## src/rtl/fpu_cmp_pkg.sv

```systemverilog
// Shared types for the FPU magnitude comparator: compare modes, result flags
// and the per-operand classification produced in the first pipeline stage.
package fpu_cmp_pkg;

    typedef enum logic [1:0] {
        CMP_UNSIGNED = 2'b00,
        CMP_SIGNED   = 2'b01,
        CMP_FLOAT    = 2'b10,
        CMP_RSVD     = 2'b11
    } cmp_mode_t;

    // Result flags; exactly one is set for every valid result.
    typedef struct packed {
        logic lt;
        logic eq;
        logic gt;
        logic unord;
    } cmp_flags_t;

    // Classification of one operand. The fields are only meaningful when the
    // operand is interpreted as a float (sign is also used in signed mode).
    typedef struct packed {
        logic sign;
        logic is_zero;
        logic is_nan;
    } op_class_t;

endpackage

```

## src/rtl/fpu_cmp_classify.sv

```systemverilog
// Combinational classification of one operand: sign bit, zero magnitude
// (either sign) and NaN (exponent all ones with a nonzero mantissa).
module fpu_cmp_classify
    import fpu_cmp_pkg::*;
#(
    parameter int WIDTH = 32,
    parameter int EXP_W = 8
) (
    input  logic [WIDTH-1:0] operand,
    output op_class_t        cls
);

    localparam int MANT_W = WIDTH - 1 - EXP_W;

    logic [EXP_W-1:0]  exp_field;
    logic [MANT_W-1:0] mant_field;

    assign exp_field  = operand[WIDTH-2 -: EXP_W];
    assign mant_field = operand[MANT_W-1:0];

    assign cls.sign    = operand[WIDTH-1];
    assign cls.is_zero = ~|operand[WIDTH-2:0];
    assign cls.is_nan  = (&exp_field) & (|mant_field);

endmodule

```

## src/rtl/fpu_compare.sv

```systemverilog
// Two-stage pipelined comparator. S1 captures the operand classes and raw
// unsigned compares together with the mode; S2 resolves them into one-hot
// lt/eq/gt/unord flags and holds the result until the consumer takes it.
module fpu_compare
    import fpu_cmp_pkg::*;
#(
    parameter int WIDTH = 32,
    parameter int EXP_W = 8
) (
    input  logic             clk,
    input  logic             reset,
    input  logic             in_valid,
    output logic             in_ready,
    input  logic [1:0]       mode,
    input  logic [WIDTH-1:0] input1,
    input  logic [WIDTH-1:0] input2,
    output logic             out_valid,
    input  logic             out_ready,
    output logic             lt,
    output logic             eq,
    output logic             gt,
    output logic             unord,
    output logic             nan_seen,
    input  logic             nan_clr
);

    logic [WIDTH-1:0] operand [2];
    op_class_t        cls [2];

    assign operand[0] = input1;
    assign operand[1] = input2;

    generate
        for (genvar gi = 0; gi < 2; gi++) begin : g_classify
            fpu_cmp_classify #(
                .WIDTH(WIDTH),
                .EXP_W(EXP_W)
            ) u_classify (
                .operand(operand[gi]),
                .cls    (cls[gi])
            );
        end
    endgenerate

    // Raw compares: full width for integer modes, low WIDTH-1 bits as the
    // float magnitude (exponent and mantissa order like an unsigned number).
    logic lt_u, eq_u, lt_m, eq_m;
    assign lt_u = input1 < input2;
    assign eq_u = input1 == input2;
    assign lt_m = input1[WIDTH-2:0] < input2[WIDTH-2:0];
    assign eq_m = input1[WIDTH-2:0] == input2[WIDTH-2:0];

    logic       s1_valid_reg;
    cmp_mode_t  s1_mode_reg;
    op_class_t  s1_cls_reg [2];
    logic       s1_lt_u_reg, s1_eq_u_reg, s1_lt_m_reg, s1_eq_m_reg;

    logic       out_valid_reg;
    cmp_flags_t flags_reg;
    cmp_flags_t flags_next;
    logic       nan_seen_reg;

    logic s2_load;
    logic s1_adv;

    // S2 loads whenever its slot is empty or being drained; S1 follows.
    assign s2_load  = !out_valid_reg || out_ready;
    assign s1_adv   = !s1_valid_reg || s2_load;
    assign in_ready = s1_adv;

    // S1 valid bit; reset has priority so in_valid is ignored during reset.
    always_ff @(posedge clk) begin
        if (reset) begin
            s1_valid_reg <= 1'b0;
        end else if (s1_adv) begin
            s1_valid_reg <= in_valid;
        end
    end

    // S1 payload: mode travels with its operands so later mode changes never
    // affect pairs already in flight.
    always_ff @(posedge clk) begin
        if (s1_adv && in_valid) begin
            s1_mode_reg   <= cmp_mode_t'(mode);
            s1_cls_reg[0] <= cls[0];
            s1_cls_reg[1] <= cls[1];
            s1_lt_u_reg   <= lt_u;
            s1_eq_u_reg   <= eq_u;
            s1_lt_m_reg   <= lt_m;
            s1_eq_m_reg   <= eq_m;
        end
    end

    // Mode resolve: turn the raw compares and operand classes into flags.
    always_comb begin
        logic gt_u, gt_m, sa, sb;
        flags_next = '0;
        gt_u = !s1_lt_u_reg && !s1_eq_u_reg;
        gt_m = !s1_lt_m_reg && !s1_eq_m_reg;
        sa   = s1_cls_reg[0].sign;
        sb   = s1_cls_reg[1].sign;
        case (s1_mode_reg)
            CMP_SIGNED: begin
                if (sa != sb) begin
                    flags_next.lt = sa;
                    flags_next.gt = sb;
                end else begin
                    flags_next.lt = s1_lt_u_reg;
                    flags_next.eq = s1_eq_u_reg;
                    flags_next.gt = gt_u;
                end
            end
            CMP_FLOAT: begin
                if (s1_cls_reg[0].is_nan || s1_cls_reg[1].is_nan) begin
                    flags_next.unord = 1'b1;
                end else if (s1_cls_reg[0].is_zero && s1_cls_reg[1].is_zero) begin
                    flags_next.eq = 1'b1;
                end else if (sa != sb) begin
                    flags_next.lt = sa;
                    flags_next.gt = sb;
                end else if (!sa) begin
                    flags_next.lt = s1_lt_m_reg;
                    flags_next.eq = s1_eq_m_reg;
                    flags_next.gt = gt_m;
                end else begin
                    // Both negative: larger magnitude is the smaller value.
                    flags_next.lt = gt_m;
                    flags_next.eq = s1_eq_m_reg;
                    flags_next.gt = s1_lt_m_reg;
                end
            end
            default: begin
                flags_next.lt = s1_lt_u_reg;
                flags_next.eq = s1_eq_u_reg;
                flags_next.gt = gt_u;
            end
        endcase
    end

    // S2 output register; flags are held while the consumer stalls.
    always_ff @(posedge clk) begin
        if (reset) begin
            out_valid_reg <= 1'b0;
            flags_reg     <= '0;
        end else if (s2_load) begin
            out_valid_reg <= s1_valid_reg;
            flags_reg     <= s1_valid_reg ? flags_next : '0;
        end
    end

    // Sticky NaN flag; a new NaN result wins over a simultaneous clear.
    always_ff @(posedge clk) begin
        if (reset) begin
            nan_seen_reg <= 1'b0;
        end else if (s2_load && s1_valid_reg && flags_next.unord) begin
            nan_seen_reg <= 1'b1;
        end else if (nan_clr) begin
            nan_seen_reg <= 1'b0;
        end
    end

    assign out_valid = out_valid_reg;
    assign lt        = flags_reg.lt;
    assign eq        = flags_reg.eq;
    assign gt        = flags_reg.gt;
    assign unord     = flags_reg.unord;
    assign nan_seen  = nan_seen_reg;

endmodule

```

## config.mk

```make
export PLATFORM = sky130hd
export DESIGN_NAME = fpu_compare
export DESIGN_NICKNAME = d
export VERILOG_FILES = /design/src/rtl/fpu_cmp_pkg.sv /design/src/rtl/fpu_cmp_classify.sv /design/src/rtl/fpu_compare.sv
export SDC_FILE = /design/constraint.sdc
export NUM_CORES = 1
export LEC_CHECK = 0
export ABC_CLOCK_PERIOD_IN_PS = 3000
export CAP_MARGIN = 20
export CORE_MARGIN = 2
export CORE_UTILIZATION = 35
export CTS_CLUSTER_DIAMETER = 120
export DETAILED_ROUTE_END_ITERATION = 16
export GPL_TIMING_DRIVEN = 0
export PLACE_DENSITY = 0.74
export SLEW_MARGIN = 20
export SYNTH_ARGS = -nofsm -noshare
export SYNTH_HDL_FRONTEND = slang
export SYNTH_SLANG_ARGS = --single-unit
```

## constraint.sdc

```tcl
create_clock -name clk -period 3 [get_ports clk]
set_clock_uncertainty 0.2 [all_clocks]
set_input_delay 0.9 -clock clk [delete_from_list [all_inputs] [get_ports clk]]
set_output_delay 0.9 -clock clk [all_outputs]
set_load 0.01 [all_outputs]
```

==> results by group, run 1 <==
Clocking
  – CTS tree: yes
  – # hold bufs at CTS: 0
  – Total CTS buffers: 3
  – Reg clk slew, reported paths: 0.07 ns
  – H-tree depth: 1
  – Clock buffer depth: 2
  – Sink Count: 19
  – CTS root buf: clkbuf_8
  – Clk_lat worst skew: 0.25 ns

Global route
  – Largest net degree at the start of global routing: 13
  – Number of antenna violations at the first check in global routing: 0
  – Global route overflow: 0
  – Vias in the first global route: 1862
  – First-pass GRT wire length: 8273 um
  – GR Util All Layers: 0.1699

Floorplanning
  – # IOs: 78
  – Die area: 5862 um2
  – Die W: 76.57 um
  – Initial core utilization: 0.3609
  – Die Y: 76.57 um
  – Number of cell rows: 26
  – Core area: 5107 um2

Detailed routing
  – Via count: 1953
  – TritonRoute pass-1 iters: 4
  – Initial drt markers: 84
  – Vias per cell: 5.153
  – DRC: 0
  – Final wirelength: 4853 um
  – Antenna-violating nets left: 0
  – WL/cell: 12.80 um

Hold path
  – Hold endpoint: unord
  – Hold path startpoint: unord
  – Hold path depth: 2
  – HP Class: flop to flop

Layout
  – Area of the multi-input gates: 1189 um2
  – Max FFs per register: 6
  – Register area: 500.5 um2
  – Most common cell after layout, fill and taps aside: clkdlybuf4s50_1
  – Fillers: 483
  – Finished Cell Area: 2753 um2
  – Final #Nets: 415
  – Fraction of layout cells with a size suffix above 1: 0.02913
  – Area delta synth->final: 49.36%
  – Most frequent cells in the layout: 76 x clkdlybuf4s50_1, 40 x inv_1, 34 x ha_1, 22 x a21oi_1, 16 x nand2_1
  – Final non-filler cell total: 379
  – Diode count: 0

Synthesis
  – Synthesized instance count: 227
  – Netlist Area Pre-Place: 1843 um2
  – Post-synth net total: 332
  – EDFF count, synth: 12
  – Top_reg_cell synth: edfxtp_1
  – Syn_area_per_cell: 8.119 um2
  – Yosys reg bits: 19
  – Yosys warns: 0
  – Async set or reset register ratio after synthesis: 0
  – Post-synth cell types: 38
  – Seq/Total Area, Yosys: 0.2716

STA
  – Fin Setup TNS: 0 ns
  – Slew HR: 0.6310
  – Upper clock frequency limit: 343.1 MHz
  – Final Slew Violations: 0
  – Total count of hold-check failures in the final report: 0
  – Crit path time final: 2.915 ns
  – Final setup fails: 0
  – Worst Tran Pin Value: 0.5535 ns
  – Unrepaired setup endpoints after global routing: false
  – Final Cycle Share: 0.9715

Setup path
  – CP max-delay cell: clkdlybuf4s50_1
  – CP startpoint kind: primary input
  – R2r startpoint: s1_mode_reg[0]
  – Reg2reg setup slack: 1.19 ns
  – Family with the most delay on the worst path: simple AND/OR/NAND/NOR gates
  – R2R depth: 7
  – FF-to-FF End: gt
  – CP arrival: 2.70 ns
  – Critical path peak fanout: 3
  – WP buf/inv: 2
  – CP cell instances: clkdlybuf4s50_1 -> inv_1 -> ha_1 -> nand4_1 -> or3_1 -> a21o_1 -> nand3_2 -> a41oi_2
  – CP required: 2.79 ns
  – CP peak stage delay: 0.48 ns
  – Worst setup path class: primary input to flop
  – Setup crit end kind: flop

Power and ir drop
  – Tot Pwr: 740.4 uW
  – Maximum vdd drop: 0.1406 mV
  – Leakage: 0.001164 uW
  – PwrDens: 269.0 nW/um2

Place
  – Placed inst area: 2701 um2
  – Dpl hpwl: 4299 um
  – PortBufs: 77
  – DP Cell Count: 374
  – Placer Congestion: 0.8658

Status
  – Status: complete, no violations

Job
  – MaxCap Viol Count: 0
==> through the flow <==
step | util | hold WS (ns) | setup slack, ns
after floorplan | - | 0.2745 | 0.5094
after global placement | 0.5289 | 0.2500 | -0.3920
after CTS | 0.5399 | 0.2670 | 0.03840
after detailed placement | 0.5289 | 0.2575 | -0.3828
after global routing | 0.5390 | 0.2950 | 0.02474
final | 0.5390 | 0.2631 | 0.08539
==> where the power goes <==
group / switching [uW] / total, uW / internal, uW
Combinational: 114 / 263 / 149
Sequential: 9.89 / 301 / 291
Clock: 81.6 / 176 / 94.3
Total: 206 / 740 / 535
==> synthesized netlist by cell type, drive strengths merged (3+ instances only) <==
| library cell | n | area [um2] |
|---|---|---|
| inv | 40 | 150.1 |
| nand2b | 3 | 18.77 |
| o21ai | 7 | 35.03 |
| a21oi | 22 | 110.1 |
| nand3 | 6 | 35.03 |
| nor3 | 5 | 30.03 |
| and2 | 3 | 18.77 |
| o22ai | 3 | 18.77 |
| nand4 | 13 | 81.33 |
| dfxtp | 7 | 140.1 |
| ha | 34 | 425.4 |
| edfxtp | 12 | 360.4 |
| nor2 | 14 | 52.55 |
| nand2 | 16 | 60.06 |
| nor4 | 15 | 93.84 |
==> layer usage <==
layer,wire [um],global-route usage,vias to the layer above
li1,-,-,1007
met1,2130,0.2069,884
met2,2480,0.3195,56
met3,206,0.01896,6
met4,36,0.03636,0
met5,0,0,-
==> worst reg2reg max path: cells and delay by family, from the launching register on <==
kind	cells	cell delay (ns)
AO/OA/AOI/OAI	3	0.47
flip-flops	1	0.37
adder cells (fa/ha/maj)	1	0.37
AND/OR/NAND/NOR	2	0.23
buffers and inverters	1	0.05
==> kinds of logic after synthesis <==
logic type | Yosys count | share of synthesized area
flops | 19 | 0.2716
fa+ha+maj | 34 | 0.2308
buf+inv | 41 | 0.08350
compound gates | 48 | 0.1623
xor+xnor | 1 | 0.004753
simple gates | 84 | 0.2471
==> worst max path at each step <==
| stage | start | end | slack (ns) | depth (start not counted) |
|---|---|---|---|---|
| after floorplan | input2[11] | s1_lt_m_reg | 0.51 | 7 |
| after CTS | out_ready | in_ready | 0.04 | 5 |
| after global routing | input2[26] | s1_lt_u_reg | 0.02 | 8 |
| final | input2[11] | s1_lt_m_reg | 0.09 | 8 |
| after detailed placement | out_ready | in_ready | -0.38 | 5 |
| after global placement | out_ready | in_ready | -0.39 | 5 |
==> what timing repair did <==
item,in CTS,in global routing
setup endpoints to repair,1,1
buffers inserted,1,0
resized for setup,4,1
==> cell type report <==
cell class	count	share of cell area
repair buffers	78	0.2809
multi-input cells	167	0.4318
plain buffers	1	0.002727
clock buffers	4	0.01636
inverters	40	0.05455
well taps	70	0.03182
flip-flops and latches	19	0.1818
No activity file was read; power rests on OpenSTA's default activity.
==> inputs of run 2 (changes only) <==
Settings changed: ABC_CLOCK_PERIOD_IN_PS 3000 to 2800.
Clock period 3 ns to 2.8 ns, I/O delays scaled along.
==> run 2 against run 1 <==
Routed wire length is 3.2% higher. Register-to-register slack worse by 0.17 ns. Count of clock-buffer cells in the layout stayed put.
==> results by group, run 2 (synthesis gave the netlist of run 1 again) <==
Floorplanning
  – Die area: 5862 um2 (unchanged)
  – Initial core utilization: 0.3609 (unchanged)
  – # IOs: 78 (unchanged)
  – Die W: 76.57 um (unchanged)
  – Die Y: 76.57 um (unchanged)
  – Number of cell rows: 26 (unchanged)
  – Core area: 5107 um2 (unchanged)

STA
  – Final Slew Violations: 0 (unchanged)
  – Fin Setup TNS: 0 ns (unchanged)
  – Crit path time final: 2.769 ns
  – Final setup fails: 0 (unchanged)
  – Upper clock frequency limit: 361.2 MHz
  – Slew HR: 0.6362 (+0.005134)
  – Final WS setup: 0.03135 ns (-0.05404 ns)
  – Total count of hold-check failures in the final report: 0 (unchanged)
  – Unrepaired setup endpoints after global routing: false
  – Final Cycle Share: 0.9888
  – Worst Tran Pin Value: 0.5458 ns (-0.007701 ns)
  – WHS: 0.2631 ns (+0.00007100 ns)

Detailed routing
  – TritonRoute pass-1 iters: 5 (+1)
  – DRC: 0 (unchanged)
  – Antenna-violating nets left: 0 (unchanged)
  – WL/cell: 13.15 um (+2.7%)
  – Via count: 1979 (+1.3%)
  – Initial drt markers: 85 (+1.2%)
  – Final wirelength: 5010 um (+3.2%)
  – Vias per cell: 5.194 (+0.80%)

Global route
  – Largest net degree at the start of global routing: 13 (unchanged)
  – GR Util All Layers: 0.1694 (-0.0004998)
  – Global route overflow: 0 (unchanged)
  – First-pass GRT wire length: 8252 um (-0.25%)
  – Vias in the first global route: 1861 (-0.054%)
  – Number of antenna violations at the first check in global routing: 0 (unchanged)

Setup path
  – CP cell instances: clkdlybuf4s50_1 -> inv_1 -> ha_4 -> nand4_1 -> or3_1 -> a21o_1 -> nand3_2 -> a41oi_2
  – CP arrival: 2.56 ns (-0.14 ns)
  – Critical path peak fanout: 3 (unchanged)
  – Family with the most delay on the worst path: simple AND/OR/NAND/NOR gates
  – CP required: 2.59 ns (-0.20 ns)
  – Worst setup path class: primary input to flop
  – CP max-delay cell: clkdlybuf4s50_1
  – Setup crit end kind: flop
  – CP startpoint kind: primary input
  – CP peak stage delay: 0.48 ns (about the same)
  – WP buf/inv: 2 (unchanged)

Clocking
  – Reg clk slew, reported paths: 0.07 ns (about the same)
  – Sink Count: 19 (unchanged)
  – # hold bufs at CTS: 0 (unchanged)
  – CTS root buf: clkbuf_8
  – Clk_lat worst skew: 0.25 ns (about the same)
  – H-tree depth: 1 (unchanged)
  – CTS tree: yes
  – Total CTS buffers: 3 (unchanged)
  – Clock buffer depth: 2 (unchanged)

Layout
  – Fraction of layout cells with a size suffix above 1: 0.06109 (+0.03197)
  – Diode count: 0 (unchanged)
  – Max FFs per register: 6 (unchanged)
  – Finished Cell Area: 2850 um2 (+3.5%)
  – Most common cell after layout, fill and taps aside: clkdlybuf4s50_1
  – Final Util: 0.5581 (+0.01911)
  – Final #Nets: 417 (+0.48%)
  – Area delta synth->final: 54.65%
  – Most frequent cells in the layout: 75 x clkdlybuf4s50_1, 39 x inv_1, 29 x ha_1, 22 x a21oi_1, 16 x nand2_1

Power and ir drop
  – Leakage: 0.001191 uW (+2.4%)
  – PwrDens: 284.5 nW/um2 (+5.8%)
  – Maximum vdd drop: 0.1492 mV (+6.1%)

Place
  – Placed inst area: 2701 um2 (unchanged)
  – PortBufs: 77 (unchanged)
  – Placer Congestion: 0.8658 (unchanged)
  – Dpl hpwl: 4299 um (unchanged)
  – Pre-CTS setup slack: -0.4628 ns (-0.08000 ns)

Status
  – Status: complete, no violations

Job
  – MaxCap Viol Count: 0 (unchanged)

Hold path
  – HP Class: flop to flop
run 2: routing by layer:
metal	vias up	track usage	routed length [um]
met2	60	0.3186	2584
met4	0	0.03636	36
met5	-	0	0
li1	1013	-	-
met3	6	0.01896	200
met1	900	0.2061	2188
run 2: power breakdown:
| part | internal (uW) | leakage, uW | switching (uW) |
|---|---|---|---|
| combinational | 169 | 0.000993 | 131 |
| clock | 101 | 0.0000228 | 86.7 |
| sequential | 312 | 0.000176 | 10.6 |
| total | 582 | 0.00119 | 228 |
run 2: repair_timing:
action / in CTS / in global routing
pin swaps: 1 / 4
gates resized for setup: 8 / 9
setup endpoints to repair: 2 / 3
buffers inserted: 2 / 1
run 2: worst paths after layout:
check	startpoint	to	slack, ns	cells past startpoint
hold / removal	unord	unord	0.26	2
setup / recovery	input2[11]	s1_lt_m_reg	0.03	8
setup reg to reg	s1_mode_reg[0]	gt	1.02	7
hold reg to reg	unord	unord	0.26	2
run 2: stage by stage:
| step | total power (uW) | std cells |
|---|---|---|
| 6_report | 810.8 | 381 |
| 5_1_grt | 866.4 | 381 |
| 4_1_cts | 800.8 | 380 |
| 3_5_place_dp | 609.5 | 374 |
| 3_3_place_gp | 602.6 | 374 |
| 2_1_floorplan | 453.3 | 227 |
run 2: cell type report:
class / instances / area (um2)
inverters: 40 / 150.1
plain buffers: 1 / 7.507
multi-input cells: 167 / 1269
well taps: 70 / 87.58
repair buffers: 80 / 790.8
fillers: 466 / 2257
clock buffers: 4 / 45.04
flip-flops and latches: 19 / 500.5
run 2: worst min-delay path, cell delays in order (launching register included):
cell and delay (ns):
dfxtp_1 0.31, nand2_1 0.05, a21oi_1 0.05
==> inputs of run 3 (changes only) <==
Settings changed: CORE_MARGIN 2 to unset, CORE_UTILIZATION 35 to 25, PLACE_DENSITY 0.74 to 0.58.
==> run 3 against run 2 <==
Utilization fell by 14 points. Fmax grew 1.9%. Combinational power about the same. Global-route usage down 3.0 points. Largest cell class unchanged.
==> results by group, run 3 (synthesis gave the netlist of run 1 again) <==
Global route
  – Global route overflow: 0 (unchanged)
  – First-pass GRT wire length: 8452 um (+2.4%)
  – Number of antenna violations at the first check in global routing: 0 (unchanged)
  – Vias in the first global route: 1865 (+0.21%)
  – Largest net degree at the start of global routing: 13 (unchanged)
  – GR Util All Layers: 0.1391 (-0.03034)

Detailed routing
  – Vias per cell: 4.640 (-11%)
  – TritonRoute pass-1 iters: 4 (-1)
  – Initial drt markers: 36 (-58%)
  – WL/cell: 12.69 um (-3.5%)
  – Final wirelength: 5153 um (+2.9%)
  – Antenna-violating nets left: 0 (unchanged)
  – Via count: 1884 (-4.8%)
  – DRC: 0 (unchanged)

Floorplanning
  – Core area: 6944 um2 (+36%)
  – Die Y: 87.86 um (+15%)
  – # IOs: 78 (unchanged)
  – Number of cell rows: 30 (+15%)
  – Initial core utilization: 0.2654 (-0.09545)
  – Die W: 87.86 um (+15%)
  – Die area: 7719 um2 (+32%)

Setup path
  – CP peak stage delay: 0.49 ns (about the same)
  – CP cell instances: clkdlybuf4s50_1 -> ha_4 -> nand4_1 -> or3_1 -> a21o_1 -> nand3_2 -> a41oi_2
  – Setup crit end kind: flop
  – Family with the most delay on the worst path: simple AND/OR/NAND/NOR gates
  – Reg2reg setup slack: 1.06 ns (+0.04 ns)
  – Worst setup path class: primary input to flop
  – WP buf/inv: 1 (-1)
  – R2r startpoint: s1_mode_reg[1]
  – CP arrival: 2.51 ns (-0.05 ns)
  – CP startpoint kind: primary input
  – R2R depth: 6 (-1)
  – CP required: 2.59 ns (about the same)
  – CP max-delay cell: clkdlybuf4s50_1
  – FF-to-FF End: gt
  – Critical path peak fanout: 3 (unchanged)

Clocking
  – Clk_lat worst skew: 0.25 ns (about the same)
  – CTS root buf: clkbuf_8
  – Sink Count: 19 (unchanged)
  – Clock buffer depth: 2 (unchanged)
  – H-tree depth: 1 (unchanged)
  – Total CTS buffers: 3 (unchanged)
  – CTS tree: yes
  – Reg clk slew, reported paths: 0.07 ns (about the same)

Place
  – Placer Congestion: 0.8380 (-3.2%)
  – DP Cell Count: 400 (+7.0%)
  – PortBufs: 77 (unchanged)
  – Dpl hpwl: 4424 um (+2.9%)

Hold path
  – Hold endpoint: unord
  – Hold path startpoint: unord
  – Hold path depth: 2 (unchanged)
  – HP Class: flop to flop

Power and ir drop
  – PwrDens: 279.5 nW/um2 (-1.8%)
  – Switching share of power: 0.2842 (+0.002447)
  – Clock share of power: 0.232 (about the same)
  – Psw: 231.0 uW (+1.1%)
  – Combinational Power Share: 0.372 (about the same)
  – Sequential share of power: 0.396 (-0.002)
  – Cell Int Power: 581.9 uW (about the same)
  – Maximum vdd drop: 0.1268 mV (-15%)
  – Leakage: 0.001250 uW (+4.9%)

Layout
  – Fraction of layout cells with a size suffix above 1: 0.07097 (+0.009874)
  – Diode count: 0 (unchanged)
  – Final #Nets: 416 (-0.24%)
  – Area delta synth->final: 57.84%
  – Final non-filler cell total: 406 (+6.6%)
  – Final Util: 0.4189 (-0.1391)
  – Max FFs per register: 6 (unchanged)
  – Most frequent cells in the layout: 68 x clkdlybuf4s50_1, 37 x inv_1, 28 x ha_1, 21 x a21oi_1, 16 x nand2_1
  – Most common cell after layout, fill and taps aside: clkdlybuf4s50_1

STA
  – Crit path time final: 2.717 ns (-0.05146 ns)
  – Unrepaired setup endpoints after global routing: true
  – Final Cycle Share: 0.9704 (-0.01838)
  – WHS: 0.2583 ns (-0.004878 ns)
  – Worst Tran Pin Value: 0.5395 ns (-0.006225 ns)
  – Slew HR: 0.6403 (+0.004149)
  – Upper clock frequency limit: 368.0 MHz (+1.9%)
  – Fin Setup TNS: 0 ns (unchanged)
  – Total count of hold-check failures in the final report: 0 (unchanged)
  – Final Slew Violations: 0 (unchanged)
  – Final setup fails: 0 (unchanged)

Status
  – Status: complete, no violations

Job
  – MaxCap Viol Count: 0 (unchanged)
==> run 3: changes by cell type in the layout (fill, tap and decap cells not counted), sizes merged <==
cell	previous run	this run
dlymetal6s2s	1	8
clkbuf	5	4
clkdlybuf4s50	75	68
==> run 3: stage by stage <==
step           setup WS (ns)  total power (uW)  instance area (um2)
2_1_floorplan         0.3694             453.3                 1843
3_3_place_gp         -0.4660             605.7                 2734
3_5_place_dp         -0.4561             610.6                 2734
4_1_cts              0.03955             808.1                 2798
5_1_grt            -0.003424             871.1                 2909
6_report             0.08281             813.0                 2909
==> run 3: worst reg2reg max path, delay by kind of cell (launching register included) <==
kind / cells / cell delay, ns
AOI/OAI and AO/OA: 3 / 0.44
DFF: 1 / 0.40
adders and majority gates: 1 / 0.37
and+or+nand+nor: 2 / 0.22
==> run 3: what timing repair did <==
item | 4_1_cts | 5_1_grt
pin swaps | 0 | 6
setup endpoints to repair | 2 | 4
buffers inserted | 1 | 1
hold buffers | 0 | 0
gates resized for setup | 8 | 21
==> run 3: how the worst max path moves through the flow <==
| stage | endpoint | slack (ns) | start | cells after the start |
|---|---|---|---|---|
| 2_1_floorplan | s1_lt_m_reg | 0.37 | input2[11] | 7 |
| 3_3_place_gp | in_ready | -0.47 | out_ready | 5 |
| 3_5_place_dp | in_ready | -0.46 | out_ready | 5 |
| 4_1_cts | s1_lt_u_reg | 0.04 | input2[30] | 8 |
| 5_1_grt | s1_eq_u_reg | -0.003 | input2[14] | 7 |
| 6_report | s1_lt_m_reg | 0.08 | input1[10] | 7 |
==> run 3: cell type report <==
type | instances | area [um2]
sequential | 19 | 500.5
fill | 710 | 4035
timing repair buffer | 79 | 800.8
clock buffer | 4 | 45.04
buffer | 1 | 7.507
inverter | 40 | 150.1
tap | 96 | 120.1
multi-input combinational | 167 | 1285
==> run 3: routing by layer <==
layer | vias up | GRT usage | routed length [um]
met4 | 0 | 0.02683 | 8
met1 | 842 | 0.1867 | 2521
met5 | - | 0 | 0
met3 | 2 | 0.02168 | 171
li1 | 1007 | - | -
met2 | 33 | 0.2361 | 2451
==> run 3: power by group through the flow <==
stage               combinational, uW  sequential (uW)  clock (uW)
finish                            302              322         189
global route                      340              324         207
CTS                               289              322         197
detailed placement                282              328           0
global placement                  278              328           0
floorplan                         127              327           0
